$ cat src/rtl/hazard_unit.sv
// hazard_unit: forwarding selects, load-use/branch/mult-div stall detection,
// mult/div busy sequencing and a saturating stall-cycle counter for the
// five-stage MIPS pipeline.
module hazard_unit #(
  parameter int REG_BITS      = 5,
  parameter int MULDIV_CYCLES = 32,
  parameter int CNT_BITS      = 16
) (
  input  logic                clk,
  input  logic                rst_n,
  input  logic [REG_BITS-1:0] rs_d,
  input  logic [REG_BITS-1:0] rt_d,
  input  logic [REG_BITS-1:0] rs_e,
  input  logic [REG_BITS-1:0] rt_e,
  input  logic [REG_BITS-1:0] write_reg_e,
  input  logic [REG_BITS-1:0] write_reg_m,
  input  logic [REG_BITS-1:0] write_reg_w,
  input  logic                reg_write_e,
  input  logic                reg_write_m,
  input  logic                reg_write_w,
  input  logic                mem_to_reg_e,
  input  logic                mem_to_reg_m,
  input  logic                branch_d,
  input  logic                muldiv_start_e,
  input  logic                muldiv_use_d,
  output logic [1:0]          fwd_a_e,
  output logic [1:0]          fwd_b_e,
  output logic                fwd_a_d,
  output logic                fwd_b_d,
  output logic                stall_f,
  output logic                stall_d,
  output logic                flush_e,
  output logic                muldiv_busy,
  output logic                muldiv_done,
  output logic [CNT_BITS-1:0] stall_count
);

  // MULDIV_CYCLES-1 always fits in clog2(MULDIV_CYCLES) bits for MULDIV_CYCLES >= 2.
  localparam int MD_CNT_BITS = $clog2(MULDIV_CYCLES);
  localparam logic [MD_CNT_BITS-1:0] MD_LOAD = MD_CNT_BITS'(MULDIV_CYCLES - 1);
  localparam logic [MD_CNT_BITS-1:0] MD_ONE  = MD_CNT_BITS'(1);

  typedef enum logic {
    IDLE = 1'b0,
    BUSY = 1'b1
  } md_state_e;

  md_state_e                state_q, state_d;
  logic [MD_CNT_BITS-1:0]   cnt_q, cnt_d;
  logic                     done_q, done_d;
  logic [CNT_BITS-1:0]      stall_count_q, stall_count_d;
  logic                     lw_stall, br_stall, md_stall, stall;
  logic                     m_writes, w_writes, e_writes, m_loads;

  // Qualified "this stage produces a real register value" flags; $0 never counts.
  always_comb begin
    m_writes = reg_write_m && (write_reg_m != '0);
    w_writes = reg_write_w && (write_reg_w != '0);
    e_writes = reg_write_e && (write_reg_e != '0);
    m_loads  = mem_to_reg_m && (write_reg_m != '0);
  end

  // Operand forwarding: memory stage is the youngest result, so it wins over writeback.
  always_comb begin
    fwd_a_e = 2'b00;
    fwd_b_e = 2'b00;
    if (m_writes && (write_reg_m == rs_e))      fwd_a_e = 2'b10;
    else if (w_writes && (write_reg_w == rs_e)) fwd_a_e = 2'b01;
    if (m_writes && (write_reg_m == rt_e))      fwd_b_e = 2'b10;
    else if (w_writes && (write_reg_w == rt_e)) fwd_b_e = 2'b01;
    fwd_a_d = m_writes && (write_reg_m == rs_d);
    fwd_b_d = m_writes && (write_reg_m == rt_d);
  end

  // Hazard detection: any stall source freezes fetch/decode and bubbles execute.
  always_comb begin
    lw_stall = mem_to_reg_e && (write_reg_e != '0) &&
               ((write_reg_e == rs_d) || (write_reg_e == rt_d));
    br_stall = branch_d &&
               ((e_writes && ((write_reg_e == rs_d) || (write_reg_e == rt_d))) ||
                (m_loads  && ((write_reg_m == rs_d) || (write_reg_m == rt_d))));
    md_stall = (state_q == BUSY) && muldiv_use_d;
    stall    = lw_stall || br_stall || md_stall;
  end

  assign stall_f     = stall;
  assign stall_d     = stall;
  assign flush_e     = stall;
  assign muldiv_busy = (state_q == BUSY);
  assign muldiv_done = done_q;
  assign stall_count = stall_count_q;

  // Mult/div sequencer next state: a start while busy is deliberately ignored.
  always_comb begin
    state_d = state_q;
    cnt_d   = cnt_q;
    done_d  = 1'b0;
    case (state_q)
      IDLE: begin
        if (muldiv_start_e) begin
          state_d = BUSY;
          cnt_d   = MD_LOAD;
        end
      end
      BUSY: begin
        if (cnt_q == MD_ONE) begin
          state_d = IDLE;
          cnt_d   = '0;
          done_d  = 1'b1;
        end else begin
          cnt_d = cnt_q - MD_ONE;
        end
      end
      default: begin
        state_d = IDLE;
        cnt_d   = '0;
      end
    endcase
  end

  // Stall counter next value: count stalled cycles, stick at all-ones.
  always_comb begin
    stall_count_d = stall_count_q;
    if (stall && (stall_count_q != '1)) stall_count_d = stall_count_q + CNT_BITS'(1);
  end

  // Mult/div state register; reset aborts any operation in flight without a done pulse.
  always_ff @(posedge clk) begin
    if (!rst_n) begin
      state_q <= IDLE;
      cnt_q   <= '0;
      done_q  <= 1'b0;
    end else begin
      state_q <= state_d;
      cnt_q   <= cnt_d;
      done_q  <= done_d;
    end
  end

  // Stall-cycle counter register.
  always_ff @(posedge clk) begin
    if (!rst_n) stall_count_q <= '0;
    else        stall_count_q <= stall_count_d;
  end

endmodule

$ cat config.mk
export PLATFORM = sky130hd
export DESIGN_NAME = hazard_unit
export DESIGN_NICKNAME = d
export VERILOG_FILES = /design/src/rtl/hazard_unit.sv
export SDC_FILE = /design/constraint.sdc
export NUM_CORES = 1
export LEC_CHECK = 0
export BUFFER_PORTS_ARGS = -buffer_cell sky130_fd_sc_hd__buf_4
export CAP_MARGIN = 20
export CORE_ASPECT_RATIO = 1.25
export CORE_MARGIN = 2
export CORE_UTILIZATION = 43
export CTS_CLUSTER_SIZE = 30
export DETAILED_ROUTE_END_ITERATION = 10
export HOLD_SLACK_MARGIN = 0.12
export PLACE_DENSITY = 0.75
export SETUP_SLACK_MARGIN = 0.5
export SLEW_MARGIN = 5
export SYNTH_ARGS = -nofsm -noshare
export SYNTH_HDL_FRONTEND = slang
export SYNTH_SLANG_ARGS = --single-unit
$ cat constraint.sdc
create_clock -name clk -period 1.9 [get_ports clk]
set_input_delay 0.285 -clock clk [delete_from_list [all_inputs] [get_ports clk]]
set_output_delay 0.285 -clock clk [all_outputs]
set_load 0.01 [all_outputs]
==> summary.txt <==
Synth
  • Syn nets: 258
  • Synth area leader: dfxtp_1
  • Top_reg_cell synth: dfxtp_1
  • Count leader, synth: xnor2_1
  • Synthesized area: 1700 um^2
  • Synth warn: 0
  • Sequential area share after synthesis: 27.0%
  • Post-synth EDFFs: 0
  • Asr flop ratio synth: 0%
  • Syn_area_per_cell: 8.11 um^2
  • Top cell type's share of synthesized area: 27.0%
  • Post-Syn Instances: 210
  • Synth unique cells: 40
  • Largest cells by area after synthesis: dfxtp_1, xnor2_1, xor2_1, nand3_1, nor2_1
  • Flops & latches, synth: 23
  • Commonest cells in the netlist: xnor2_1, dfxtp_1, nor2_1, xor2_1, nand2_1

Timing
  • Max Freq: 551 MHz
  • Slew margin rel.: 66.4%
  • Final Hold Viols: 0
  • Skew final: 0.00730 ns
  • RSZ-0062 raised after global routing: true
  • Crit share post-route: 95.5%
  • Post-route minimum period: 1.82 ns
  • Final setup margin: 0.0848 ns
  • Slew Viols, Final: 0
  • Setup-failing EPs final: 0
  • Worst-Margin Slew: 0.503 ns

Drt
  • Vias per cell: 5.39
  • Antenna-violating nets left: 0
  • Pre-antenna DRT Iters: 4
  • Via total after detailed routing: 2006
  • Residual DRC: 0
  • WL/cell: 17.6 um
  • Post-Route WL: 6570 um
  • Initial DRC count: 70

Finish
  • P&R area growth vs syn: 81.9%
  • Filler Cells Inserted: 201
  • Number of antenna diodes: 0
  • Share of layout cells above drive strength 1: 56.6%
  • Final net count: 367

Clock network
  • Sink Count: 23
  • CTS root buffer: clkbuf_8
  • Clock buffer count from CTS: 3
  • CTS tree: built
  • Clk pin slew, worst setup/hold paths: 0.08 ns
  • CTS max path bufs: 2
  • H-tree level count: 1
  • Clock latency on the worst-skew pair: 0.27 ns
  • Hold bufs inserted after CTS: 0

Global route
  • Vias in the first global route: 1899
  • Grt ovf: 0
  • GRT Util Overall: 24.6%
  • Initial antenna violation count: 0
  • Largest net degree at the start of global routing: 15
  • First-pass GRT wire length: 8420 um

Die
  • Die span in y: 74.4 um
  • Num rows: 25
  • I/O pin count: 72
  • Core Region: 3780 um^2
  • Starting Density: 45.0%
  • Die area: 4490 um^2
  • Die Wd: 60.3 um

Critical path
  • RR Endpoint: stall_count[13]$_SDFFE_PN0P_
  • Reg2Reg Launch Point: stall_count[4]$_SDFFE_PN0P_
  • Crit Path Category: input port to output port
  • CP Data Arrival Time: 1.53 ns
  • Capture point of the critical path: stall_d
  • Reg2reg path depth: 10
  • Worst EP required: 1.62 ns
  • Crit end category: output port
  • CP startpoint kind: input port
  • Critical Path Start: rt_d[4]
  • Crit-path max FO: 3
  • Reg2reg setup slack: 0.09 ns

Hold path
  • HP Start: muldiv_start_e
  • Hold depth: 3
  • Worst hold path class: input port to flop

Pwr
  • Total power: 1.30 mW
  • Pwr Density: 419 nW/um^2
  • Worst VDD drop: 0.391 mV
  • Leak Pwr: 1.33 nW

Placed design
  • RePlAce Congestion: 0.832
  • Pre-CTS setup slack: -0.197 ns
  • DP Wirelength: 3920 um
  • Port Buffers: 71

Status
  • Status: completed

Flow run
  • Max Cap Violations: 0
[cell usage in the layout, fill, tap and decap left out, types with 9 or more instances in the layout]
cell type,netlist,routed
buf_4,2,83
buf_6,2,27
nor2_1,20,18
xor2_1,20,18
dfxtp_1,23,17
xnor2_1,25,16
nand2_1,16,13
xnor2_2,0,9
nand3_1,15,9
[cell type report]
cell class	instances	area (um^2)	area share [%]
clock buffer	3	41.3	1.33
inverter	9	36.3	1.17
tap	54	67.6	2.18
timing repair buffer	114	987	31.9
clock inverter	1	5.00	0.161
sequential	23	470	15.2
multi-input combinational	168	1490	48.1
[repair_timing]
item	4_1_cts	5_1_grt
resized for setup	40	44
pin swaps	33	31
buffers inserted	17	7
endpoints found under the setup margin	25	25
[metal layers]
layer / track usage [%] / vias to the layer above / part of all wire (%)
li1: - / 941 / -
met1: 26.6 / 971 / 37
met2: 48.4 / 72 / 55
met3: 2.61 / 22 / 4.2
met4: 7.65 / 0 / 4.4
met5: 0 / - / 0
[power breakdown]
part	total [mW]	internal [mW]	switching, mW
logic	0.468	0.245	0.224
registers	0.519	0.499	0.0196
clock network	0.310	0.147	0.163
total	1.30	0.891	0.407
[how the worst min path moves through the flow]
stage / to
after floorplan: muldiv_busy$_SDFF_PN0_
after global placement: stall_count[10]$_SDFFE_PN0P_
after detailed placement: stall_count[10]$_SDFFE_PN0P_
after CTS: muldiv_busy$_SDFF_PN0_
after global routing: muldiv_busy$_SDFF_PN0_
final: muldiv_busy$_SDFF_PN0_
[logic make-up (layout without fill, tap and decap cells)]
logic type	Yosys count	after routing	synth area share [%]
buffers and inverters	19	127	5.58
and+or+nand+nor	86	86	25.0
xor gates and xnor gates	45	45	23.1
DFF	23	23	27.0
adders and majority gates	3	3	2.20
muxes	7	7	4.19
AOI/OAI and AO/OA	27	27	12.8
[through the flow]
stage / TNS (ns) / std cells / util (%) / hold slack, ns / area [um^2]
floorplan: 0 / 210 / - / 0.411 / 1820
global placement: -0.761 / 344 / 65.8 / 0.463 / 2490
detailed placement: -1.06 / 344 / 65.8 / 0.476 / 2490
CTS: 0 / 365 / 74.6 / 0.286 / 2820
global route: -0.00911 / 372 / 81.9 / 0.315 / 3100
finish: 0 / 372 / 81.9 / 0.286 / 3100
[worst max-delay path, stage by stage]
cell,delay [ns]
buf_4,0.12
xor2_1,0.15
nor3_2,0.24
nand3_2,0.12
a21o_4,0.26
and2_4,0.18
inv_4,0.07
buf_6,0.10
[state kept, by name, indices dropped and copies added (netlist names)]
name         count
stall_count     16
cnt_q            5
muldiv_busy      1
muldiv_done      1
No activity file was read; power rests on OpenSTA's default activity.
